--- config.mk ---
export PLATFORM = sky130hd
export DESIGN_NAME = prg_seq_flat
export DESIGN_NICKNAME = d
export VERILOG_FILES = /design/src/rtl/prg_seq_if.sv /design/src/rtl/prg_seq.sv /design/src/flat_wrapper.sv
export SDC_FILE = /design/constraint.sdc
export NUM_CORES = 1
export LEC_CHECK = 0
export BUFFER_PORTS_ARGS = -buffer_cell sky130_fd_sc_hd__buf_4
export CORE_MARGIN = 5
export CORE_UTILIZATION = 47
export CTS_CLUSTER_DIAMETER = 200
export DETAILED_ROUTE_END_ITERATION = 6
export PLACE_DENSITY = 0.83
export SLEW_MARGIN = 20
export SYNTH_ARGS = -nofsm -noshare
export SYNTH_HDL_FRONTEND = slang
export SYNTH_SLANG_ARGS = --single-unit
--- constraint.sdc ---
create_clock -name clk -period 3.78 [get_ports clk]
set_clock_uncertainty 0.15 [all_clocks]
set_input_delay 0.567 -clock clk [delete_from_list [all_inputs] [get_ports clk]]
set_output_delay 0.567 -clock clk [all_outputs]
set_load 0.005 [all_outputs]
--- src/rtl/prg_seq_if.sv ---
// Bus bundle between the program sequencer, its program ROM and the instruction decoder.
// i_* / o_* prefixes are as seen from the sequencer (slave modport).
interface prg_seq_if;
  logic       i_run;
  logic       i_step;
  logic [7:0] i_rom_data;
  logic       i_rom_ack;
  logic       i_prg_cnt_ld;
  logic       o_rom_req;
  logic [3:0] o_rom_addr;
  logic [7:0] o_mc_code;
  logic       o_exec_en;
  logic [3:0] o_pc;
  logic       o_busy;
  logic       o_err;

  modport slave (
    input  i_run, i_step, i_rom_data, i_rom_ack, i_prg_cnt_ld,
    output o_rom_req, o_rom_addr, o_mc_code, o_exec_en, o_pc, o_busy, o_err
  );

  modport master (
    output i_run, i_step, i_rom_data, i_rom_ack, i_prg_cnt_ld,
    input  o_rom_req, o_rom_addr, o_mc_code, o_exec_en, o_pc, o_busy, o_err
  );
endinterface

--- src/rtl/prg_seq.sv ---
// Program sequencer: fetch / decode / execute loop over a 16-word program ROM,
// with single-step, free-run and a sticky ROM-timeout error.
//
//   state    | meaning
//   S_IDLE   | waiting for RUN or STEP (blocked while ERR is set)
//   S_FETCH  | ROM_REQ high until ROM_ACK, timeout down-counter running
//   S_DECODE | one cycle, MC_CODE stable for the decoder
//   S_EXEC   | one cycle EXEC_EN strobe, PC updated at its closing edge
module prg_seq #(
  parameter logic [3:0] P_TMO = 4'hF
) (
  input logic    clk,
  input logic    rst_n,
  prg_seq_if.slave bus
);

  typedef enum logic [1:0] {
    S_IDLE   = 2'd0,
    S_FETCH  = 2'd1,
    S_DECODE = 2'd2,
    S_EXEC   = 2'd3
  } state_t;

  localparam logic [3:0] LP_TMO_LD = P_TMO - 4'd1;

  state_t     r_state;
  state_t     w_state_nxt;
  logic       r_arm;
  logic [3:0] r_pc;
  logic [3:0] r_tmo;
  logic [7:0] r_mc_code;
  logic       r_err;
  logic       w_fetch_entry;
  logic       w_timeout;

  always_comb begin
    w_state_nxt = r_state;
    case (r_state)
      S_IDLE: begin
        if (r_arm && !r_err && (bus.i_run || bus.i_step)) w_state_nxt = S_FETCH;
      end
      S_FETCH: begin
        if (bus.i_rom_ack)      w_state_nxt = S_DECODE;
        else if (r_tmo == 4'd0) w_state_nxt = S_IDLE;
      end
      S_DECODE: w_state_nxt = S_EXEC;
      S_EXEC: begin
        if (bus.i_run) w_state_nxt = S_FETCH;
        else           w_state_nxt = S_IDLE;
      end
      default: w_state_nxt = S_IDLE;
    endcase
  end

  assign w_fetch_entry = (w_state_nxt == S_FETCH) && (r_state != S_FETCH);
  assign w_timeout     = (r_state == S_FETCH) && !bus.i_rom_ack && (r_tmo == 4'd0);

  // r_arm delays the first fetch by one edge so reset release is seen synchronously
  always_ff @(posedge clk or negedge rst_n) begin
    if (!rst_n) begin
      r_state   <= S_IDLE;
      r_arm     <= 1'b0;
      r_pc      <= 4'h0;
      r_tmo     <= 4'h0;
      r_mc_code <= 8'h00;
      r_err     <= 1'b0;
    end else begin
      r_state <= w_state_nxt;
      r_arm   <= 1'b1;
      if (w_fetch_entry) begin
        r_tmo <= LP_TMO_LD;
      end else if ((r_state == S_FETCH) && (r_tmo != 4'd0)) begin
        r_tmo <= r_tmo - 4'd1;
      end
      if ((r_state == S_FETCH) && bus.i_rom_ack) begin
        r_mc_code <= bus.i_rom_data;
      end
      if (w_timeout) begin
        r_err <= 1'b1;
      end
      if (r_state == S_EXEC) begin
        r_pc <= bus.i_prg_cnt_ld ? r_mc_code[3:0] : r_pc + 4'd1;
      end
    end
  end

  assign bus.o_rom_req  = (r_state == S_FETCH);
  assign bus.o_exec_en  = (r_state == S_EXEC);
  assign bus.o_busy     = (r_state != S_IDLE);
  assign bus.o_rom_addr = r_pc;
  assign bus.o_pc       = r_pc;
  assign bus.o_mc_code  = r_mc_code;
  assign bus.o_err      = r_err;

endmodule

--- src/flat_wrapper.sv ---
// flat-port wrapper written by rule: the top's interface ports become plain ports
module prg_seq_flat 
#(
  parameter logic [3:0] P_TMO = 4'hF
)
  (clk, rst_n, bus_i_run, bus_i_step, bus_i_rom_data, bus_i_rom_ack, bus_i_prg_cnt_ld, bus_o_rom_req, bus_o_rom_addr, bus_o_mc_code, bus_o_exec_en, bus_o_pc, bus_o_busy, bus_o_err);
  prg_seq_if bus_i ();
  input logic clk;
  input logic rst_n;
  input wire logic [$bits(bus_i.i_run)-1:0] bus_i_run;
  input wire logic [$bits(bus_i.i_step)-1:0] bus_i_step;
  input wire logic [$bits(bus_i.i_rom_data)-1:0] bus_i_rom_data;
  input wire logic [$bits(bus_i.i_rom_ack)-1:0] bus_i_rom_ack;
  input wire logic [$bits(bus_i.i_prg_cnt_ld)-1:0] bus_i_prg_cnt_ld;
  output wire logic [$bits(bus_i.o_rom_req)-1:0] bus_o_rom_req;
  output wire logic [$bits(bus_i.o_rom_addr)-1:0] bus_o_rom_addr;
  output wire logic [$bits(bus_i.o_mc_code)-1:0] bus_o_mc_code;
  output wire logic [$bits(bus_i.o_exec_en)-1:0] bus_o_exec_en;
  output wire logic [$bits(bus_i.o_pc)-1:0] bus_o_pc;
  output wire logic [$bits(bus_i.o_busy)-1:0] bus_o_busy;
  output wire logic [$bits(bus_i.o_err)-1:0] bus_o_err;
  assign bus_i.i_run = bus_i_run;
  assign bus_i.i_step = bus_i_step;
  assign bus_i.i_rom_data = bus_i_rom_data;
  assign bus_i.i_rom_ack = bus_i_rom_ack;
  assign bus_i.i_prg_cnt_ld = bus_i_prg_cnt_ld;
  assign bus_o_rom_req = bus_i.o_rom_req;
  assign bus_o_rom_addr = bus_i.o_rom_addr;
  assign bus_o_mc_code = bus_i.o_mc_code;
  assign bus_o_exec_en = bus_i.o_exec_en;
  assign bus_o_pc = bus_i.o_pc;
  assign bus_o_busy = bus_i.o_busy;
  assign bus_o_err = bus_i.o_err;
  prg_seq #(.P_TMO(P_TMO)) u_core (.clk(clk), .rst_n(rst_n), .bus(bus_i));
endmodule
* Word-level counts from Yosys, hierarchy flattened
Index checks and enable logic that the tools add are counted.
** Storage, ports and cells
- Register bits :: 20
- Logic and storage cells :: 36
** Cells by class
- $add $sub $neg :: 2
- Equality and inequality tests :: 5
- Muxes and demuxes :: 8
- Reductions and logical operators :: 15
** Operators by type and width (number)
- $mux 4 :: 3
- $pmux 2 s4 :: 1
- $logic_and 1x1->1 :: 7
- $mux 2 :: 3
- $add 4x1->4 const B :: 1
- $eq 2x1->1 const B :: 2
- $eq 2x2->1 const B :: 2
- $logic_not 4->1 :: 1
- $reduce_bool 2->1 :: 2
- $reduce_bool 4->1 :: 1
- $sub 4x1->4 const B :: 1
- $logic_not 1->1 :: 2
- $logic_not 2->1 :: 1
- $ne 2x1->1 const B :: 1
- $logic_or 1x1->1 :: 1
- $mux 1 :: 1

* Depth between registers and ports, before layout
Gate-level depths: netlist of the first run.
- Depth after elaboration :: 8
- Depth in mapped cells :: 5
- Mapped depth without buffers :: 5

* Least setup slack after synthesis of the first run
No wires, ideal clock.
- Kind :: register -> register
- From :: register u_core.r_tmo[0]
- To :: register u_core.r_tmo[3]
- Library setup time :: 0.069 ns
- Arrival time :: 1.292 ns
- Data required time :: 3.561 ns
- Path slack :: 2.269 ns
- Cell stages (with the launch flop) :: 6
- Buffers on the path :: 0
- Period minus slack after synthesis :: 1.511 ns
- Cells stage by stage :: dfrtp_1 -> inv_1 -> ha_1 -> nor3b_2 -> or4_1 -> nand3_1
** Between the ends
- Cells in the longest elaborated chain, start to end :: 7
- Elaborated cells on any way between the ends :: 12
** RTL lines
- start, declared :: RTL line prg_seq.sv:30 : logic [3:0] r_tmo;
- start signal, assigned :: RTL line prg_seq.sv:73 : r_tmo <= r_tmo - 4'd1;
- $logic_not 4->1 :: RTL line prg_seq.sv:44 : else if (r_tmo == 4'd0) w_state_nxt = S_IDLE;
- $mux 2 :: RTL line prg_seq.sv:44
- $mux 2 :: RTL line prg_seq.sv:43 : if (bus.i_rom_ack) w_state_nxt = S_DECODE;
- $pmux 2 s4 :: RTL line prg_seq.sv:38 : case (r_state)
- $eq 2x1->1 :: RTL line prg_seq.sv:55 : assign w_fetch_entry = (w_state_nxt == S_FETCH) && (r_state != S_FETCH);
- $logic_and 1x1->1 :: RTL line prg_seq.sv:55
- $mux 4 / $reduce_bool 2->1 (equally long branches)
Parallel ways exist; a longest one is shown, timed or not. The select of a mux whose other input is x is not followed.
A chain may end at the register's enable or synchronous reset.

* Worst setup path in the final report of the first run
- From :: register u_core.r_state[1]
- To :: output port bus_o_rom_req
** Between the ends
- Cells in the longest elaborated chain, start to end :: 1
** RTL lines
- start, declared :: RTL line prg_seq.sv:26 : state_t r_state;
- start signal, assigned :: RTL line prg_seq.sv:68 : r_state <= w_state_nxt;
- $eq 2x1->1 :: RTL line prg_seq.sv:87 : assign bus.o_rom_req = (r_state == S_FETCH);
- end, declared :: RTL line flat_wrapper.sv:15 : output wire logic [$bits(bus_i.o_rom_req)-1:0] bus_o_rom_req;
No other way between the ends.

==> results of run 1 <==
## per-stage QoR
stage          worst slack (ns)  std cells  total power [mW]  utilization [%]  instance area, sq um
3_5_place_dp               1.99        141             0.848             61.2                  1200
2_1_floorplan              2.27         87             0.650                -                   963
5_1_grt                    1.67        146              1.04             63.5                  1250
4_1_cts                    1.75        146             0.972             63.5                  1250
6_report                   1.76        146             0.957             63.5                  1250
3_3_place_gp               2.11        141             0.822             61.2                  1200
## repair_timing
action / in CTS / in global routing
hold endpoints to repair: 20 / 0
gates resized for setup: 0 / 0
hold buffers: 1 / 0
## registers in the layout (all words and copies together) (netlist names)
signal / cells
u_core.bus.o_err: 1
u_core.bus.o_mc_code: 8
u_core.bus.o_pc: 4
u_core.r_tmo: 4
u_core.r_state: 2
u_core.r_arm: 1
## layout make-up
class                   instances  area, sq um  share of cell area (%)
well taps                      27         33.8                    2.71
inverters                       7         26.3                    2.11
flip-flops and latches         20          500                    40.2
repair buffers                 34          258                    20.7
clock buffers                   4         36.3                    2.91
multi-input cells              54          392                    31.4
## logic make-up (layout without fill, tap and decap cells)
kind of cell / count (synthesis) / count (layout) / synth area share, %
fa+ha+maj: 2 / 2 / 2.60
compound gates: 18 / 18 / 11.9
flops: 20 / 20 / 51.9
buf+inv: 13 / 45 / 7.40
simple gates: 23 / 23 / 14.3
other cells: 1 / 1 / 0.389
mux: 10 / 10 / 11.4
## per-layer routing
| layer | up-vias | wire, microns | track usage [%] |
|---|---|---|---|
| met4 | 0 | 21 | 5.21 |
| met5 | - | 0 | 0 |
| met1 | 346 | 822 | 16.6 |
| li1 | 366 | - | - |
| met3 | 3 | 123 | 3.73 |
| met2 | 22 | 900 | 20.8 |
## Yosys cell counts (all sizes together)
library cell,instances,area (sq um)
o21ba,1,10.0
o21ai,9,45.0
buf,5,41.3
a21boi,1,7.51
a32oi,1,8.76
nand2b,1,6.26
or3,2,12.5
nand2,5,21.3
nand3,4,20.0
nor3b,3,27.5
o311ai,1,8.76
o211ai,1,7.51
a21oi,2,10.0
and3b,2,18.8
mux2,8,90.1
nor2,4,15.0
dfrtp,20,500
clkbuf,1,3.75
a21o,1,7.51
mux2i,2,20.0
ha,2,25.0
or4,1,7.51
nand4b,1,8.76
conb,1,3.75
o32a,1,10.0
inv,7,26.3
## worst register-to-register path, cell delays in order, from the launching register on
cell and delay [ns]:
dfrtp_1 0.44, nand2b_1 0.32, inv_2 0.10, nand2_2 0.21, mux2_2 0.37
## worst max-delay path by stage
stage / from / to
floorplan: u_core.r_tmo[0] / u_core.r_tmo[3]
global placement: bus_i_run / u_core.r_tmo[1]
global route: u_core.r_state[1] / bus_o_rom_req
CTS: u_core.r_state[1] / bus_o_rom_req
detailed placement: bus_i_run / u_core.r_tmo[1]
finish: u_core.r_state[1] / bus_o_rom_req
## power by group through the flow
stage	Combinational, mW	Sequential [mW]	Clock, mW
finish	0.433	0.401	0.124
detailed placement	0.442	0.406	0
floorplan	0.257	0.393	0
global placement	0.427	0.396	0
global route	0.488	0.418	0.133
CTS	0.443	0.401	0.128
## layout by cell type, fill, tap and decap left out
cell,n
dlygate4sd3_1,1
and3b_1,1
o32a_1,1
or3_1,2
mux2_1,4
nor3b_1,2
nand2_2,1
buf_4,33
conb_1,1
inv_1,6
nand4b_1,1
a21oi_1,2
dfrtp_1,20
a32oi_1,1
mux2_2,4
nand2_1,4
nor2_1,4
o21ai_0,9
a21boi_0,1
o311ai_0,1
a21o_1,1
clkbuf_4,3
o211ai_1,1
and3b_2,1
ha_1,2
clkbuf_8,1
nand3_1,4
or4_1,1
o21ba_2,1
mux2i_1,2
nor3b_2,1
inv_2,1
nand2b_1,1
==> results.json, run 1 <==
{
  "clock-sinks": 20,
  "diodes": 0,
  "routed_wl_microns": 1870,
  "drtIter0Drc": 7,
  "overflow": 0,
  "grt_pass1_vias": 678,
  "start_util_pct": 49.1,
  "cts_setup_buffers": 0,
  "cts-buffers-inserted": 3,
  "die_w_microns": 55.3,
  "gp_congestion": 0.716,
  "min_path_cells": 2,
  "cp_max_fo": 9,
  "clkPwrFrac_pct": 12.9,
  "dieHeight_microns": 55.3,
  "layout-drive-gt1-share_pct": 38.7,
  "yosysWarnings": 0,
  "p_leak_nw": 0.611,
  "syn-instance-count": 87,
  "cts-htree-levels": 1,
  "nFillCells": 169,
  "switching_share_pct": 34.7,
  "max_stage_delay_ns": 0.45,
  "crit_slowest_cell": "dfrtp_1",
  "path_cells": "nand2b_1 > inv_2 > buf_4",
  "clk_path_buf_depth": 2,
  "cp.arrival_ns": 1.31,
  "cts_tree": "done",
  "grt_use_total_pct": 13.0,
  "drv_cap": 0,
  "syn_nets": 103,
  "pwr_density_cell_nw_per_um2": 768,
  "clock_latency_ns": 0.30,
  "antenna_found_initial": 0,
  "post-route-drc-count": 0,
  "synth.cell_area_sq_um": 963,
  "ys_seq_area_share_pct": 51.9,
  "ios": 34,
  "rows": 16,
  "fin_crit_ns": 2.02,
  "cp.required_ns": 3.06,
  "rr_endpoint": "u_core.bus.o_mc_code[0]",
  "combPwrFrac_pct": 45.2,
  "final_max_slew_viol_count": 0,
  "peakVddDrop_mv": 0.513,
  "critPathKind": "reg -> out",
  "drtPass1Iterations": 4,
  "r2r_cells": 4,
  "port-buffer-count": 33,
  "hp-class": "in -> reg",
  "fin_tns_setup_ns": 0,
  "setup_viol": 0,
  "core_sq_um": 1960,
  "hold_violations": 0,
  "grt_pass1_wl_microns": 3170,
  "cp.depth": 3,
  "grt_max_degree": 21,
  "cp-start-kind": "flop",
  "hpwlAfterDp_microns": 1440,
  "syn_avg_cell_area_sq_um": 11.1,
  "endpoint_kind": "output port",
  "wl_per_cell_microns": 12.8,
  "drtAntennaViolNets": 0,
  "min_from": "bus_i_rom_data[4]",
  "pwr-share-seq_pct": 41.9,
  "cp_top_family": "flip-flops",
  "avgViaCountPerCell": 5.05,
  "syn_to_final_growth_pct": 29.4,
  "nNetsFinal": 136,
  "rsz0062_at_grt": "false",
  "vias": 737,
  "p_int_uw": 625,
  "synth_cell_types": 32,
  "path_clk_slew_ns": 0.11,
  "max_freq_ghz": 0.495,
  "p_sw_uw": 332,
  "holdPathEnd": "u_core.bus.o_mc_code[4]",
  "die_area_sq_um": 3060,
  "rr_startpoint": "u_core.r_state[1]",
  "outcome": "completed",
  "holdWs_ns": 0.317,
  "crit_buf_inv": 2,
  "min_period_over_period_pct": 53.5,
  "clockRootBuffer": "clkbuf_4",
  "yosys_register_bits": 20,
  "ff2ff_setup_slack_ns": 2.09
}
No activity file was read; power rests on OpenSTA's default activity.
==> run 2, diff against run 1 <==
--- a/config.mk
+++ b/config.mk
@@ -5,12 +5,13 @@
 export SDC_FILE = /design/constraint.sdc
 export NUM_CORES = 1
 export LEC_CHECK = 0
+export ABC_AREA = 1
 export BUFFER_PORTS_ARGS = -buffer_cell sky130_fd_sc_hd__buf_4
 export CORE_MARGIN = 5
-export CORE_UTILIZATION = 47
+export CORE_UTILIZATION = 44
 export CTS_CLUSTER_DIAMETER = 200
 export DETAILED_ROUTE_END_ITERATION = 6
-export PLACE_DENSITY = 0.83
+export PLACE_DENSITY = 0.81
 export SLEW_MARGIN = 20
 export SYNTH_ARGS = -nofsm -noshare
 export SYNTH_HDL_FRONTEND = slang
==> constraint.sdc (replaced) <==
create_clock -name clk -period 1.75 [get_ports clk]
set_clock_uncertainty 0.15 [all_clocks]
set_input_delay 0.2625 -clock clk [delete_from_list [all_inputs] [get_ports clk]]
set_output_delay 0.2625 -clock clk [all_outputs]
set_load 0.005 [all_outputs]
==> run 2 against run 1 <==
  * Total power increased by 110%
  * Sequential share of layout area decreased by 2.0 points
  * Register-to-register slack got worse by 1.8 ns
  * Sequential cell count unchanged
  * First-iteration DRC count increased by 140%
  * Cell count increased by 28%
  * Count of clock-buffer cells in the layout decreased by 1
  * Global-route usage increased by 2.0 points
  * Via count increased by 24%
  * Critical path type unchanged
  * Largest cell class unchanged
  * Highest routed layer unchanged
==> results.json, run 2 <==
{
  "outcome": "completed",
  "synth-edff-count": 0,
  "min_path_cells": 3,
  "nFillCells": 213,
  "synthAdderAreaFrac_pct": 2.38,
  "path_cells": "inv_2 > nand2_4 > inv_6 > buf_4",
  "synth_cell_types": 24,
  "hpwlAfterDp_microns": 1740,
  "yosys_register_bits": 20,
  "overflow": 0,
  "synth_flop_cell": "dfrtp_1",
  "postCtsHoldBufs": 1,
  "syn_nets": 144,
  "synth-simple-area-share_pct": 31.9,
  "cp-start-kind": "flop",
  "grt_pass1_wl_microns": 3890,
  "yosysMostFrequentCell": "nand2_1",
  "utilization_pct": 58.2,
  "crit_buf_inv": 3,
  "max_freq_ghz": 0.633,
  "max_stage_delay_ns": 0.44,
  "core_sq_um": 2250,
  "dieHeight_microns": 58.9,
  "syn-instance-count": 128,
  "routed_wl_microns": 2280,
  "hp-class": "in -> reg",
  "ys_seq_area_share_pct": 47.6,
  "synth_compound_area_share_pct": 6.31,
  "yosys.area.top_type_share_pct": 47.6,
  "peakVddDrop_mv": 0.833,
  "critPathKind": "reg -> out",
  "antenna_found_initial": 0,
  "clock-sinks": 20,
  "synthTopCellsByCount": "nand2_1 (40), dfrtp_1 (20), inv_1 (13), nand3_1 (13), nor2_1 (6)",
  "die_area_sq_um": 3470,
  "cp.required_ns": 1.34,
  "die_w_microns": 58.9,
  "syn_to_final_growth_pct": 24.8,
  "yosys-top-cells-area": "dfrtp_1 (48%), nand2_1 (14%), nand3_1 (6.2%)",
  "path_clk_slew_ns": 0.11,
  "drtAntennaViolNets": 0,
  "yosysWarnings": 0,
  "min_period_over_period_pct": 90.2,
  "wl_per_cell_microns": 12.2,
  "fin_tns_setup_ns": 0,
  "cp_top_family": "flip-flops",
  "port-buffer-count": 33,
  "syn_avg_cell_area_sq_um": 8.21,
  "p_leak_nw": 0.725,
  "layout-drive-gt1-share_pct": 30.8,
  "grt_max_degree": 21,
  "endpoint_kind": "output port",
  "cts-htree-levels": 1,
  "grt_pass1_vias": 886,
  "cts_tree": "done",
  "yosysTopAreaCell": "dfrtp_1",
  "grt_use_total_pct": 15.0,
  "pwr_density_cell_nw_per_um2": 1560,
  "rsz0062_at_grt": "false",
  "clk_path_buf_depth": 2,
  "avgViaCountPerCell": 4.90,
  "drtPass1Iterations": 4,
  "clock_latency_ns": 0.30,
  "gp_congestion": 0.762,
  "setup_viol": 0,
  "synth_top_family_by_area": "simple AND/OR/NAND/NOR gates",
  "cp_max_fo": 16,
  "start_util_pct": 46.6,
  "r2r_cells": 7,
  "drtIter0Drc": 17,
  "drv_cap": 0,
  "hold_violations": 0,
  "largest_reg_flops": 8,
  "power_mw": 2.05,
  "rr_endpoint": "u_core.r_tmo[1]",
  "async_flop_share_pct": 100,
  "final_cell_mix": "nand2_1 (40), buf_4 (33), dfrtp_1 (20)",
  "cp.arrival_ns": 1.17,
  "nNetsFinal": 177,
  "vias": 917,
  "cts.repair.resized": 0,
  "final_max_slew_viol_count": 0,
  "ios": 34,
  "cts-buffers-inserted": 3,
  "muxShareOfSynthArea_pct": 0,
  "synth-xor-area-share_pct": 0,
  "holdWs_ns": 0.0371,
  "ff2ff_setup_slack_ns": 0.25,
  "diodes": 0,
  "rows": 17,
  "rr_startpoint": "u_core.r_tmo[0]",
  "synth.cell_area_sq_um": 1050,
  "min_from": "bus_i_rom_data[1]",
  "crit_slowest_cell": "dfrtp_1",
  "holdPathEnd": "u_core.bus.o_mc_code[1]",
  "fin_crit_ns": 1.58,
  "post-route-drc-count": 0,
  "clockRootBuffer": "clkbuf_4",
  "cts_setup_buffers": 0,
  "layout_commonest_cell": "nand2_1"
}
[run 2: worst max-delay path by stage]
stage / from / end / slack [ns] / depth (start not counted)
4_1_cts: u_core.r_state[1] / bus_o_rom_req / 0.16 / 4
2_1_floorplan: u_core.r_tmo[0] / u_core.r_tmo[3] / 0.42 / 7
5_1_grt: u_core.r_state[1] / bus_o_rom_req / 0.09 / 4
3_5_place_dp: u_core.r_tmo[0] / u_core.r_tmo[1] / 0.28 / 7
3_3_place_gp: u_core.r_tmo[0] / u_core.r_tmo[3] / 0.36 / 7
6_report: u_core.r_state[1] / bus_o_rom_req / 0.17 / 4
[run 2: kinds of logic after synthesis]
logic type / count (synthesis)
buffers and inverters: 22
flip-flops: 20
adder cells (fa/ha/maj): 2
AO/OA/AOI/OAI: 12
other: 1
AND/OR/NAND/NOR: 71
[run 2: power breakdown]
group / internal (mW) / switching [mW]
sequential: 0.650 / 0.185
combinational: 0.479 / 0.523
clock: 0.0803 / 0.135
total: 1.21 / 0.842
[run 2: metrics by stage]
step,area [sq um],instances,worst slack [ns]
after floorplan,1050,128,0.415
after detailed placement,1280,183,0.280
final,1310,187,0.171
after global routing,1310,187,0.0929
after global placement,1280,183,0.363
after CTS,1310,187,0.163
[run 2: metal layers]
layer	vias up	share of wire, %	track usage, %
li1	471	-	-
met1	417	43	17.8
met2	24	48	23.8
met3	5	5.4	2.85
met4	0	3.5	11.7
met5	-	0	0
[run 2: area by class of cell]
cell class / instances / area, sq um / area share, %
multi-input cells: 86 / 430 / 32.8
flip-flops and latches: 20 / 500 / 38.2
inverters: 16 / 65.1 / 4.96
clock buffers: 3 / 22.5 / 1.72
repair buffers: 34 / 258 / 19.7
well taps: 28 / 35.0 / 2.67
[run 2: worst register-to-register path: stages (launching register included)]
cell and delay (ns):
dfrtp_1 0.41, inv_1 0.10, ha_1 0.24, nand3_4 0.14
nand2_1 0.11, nand3_2 0.10, nand2_2 0.10, nand2_1 0.05
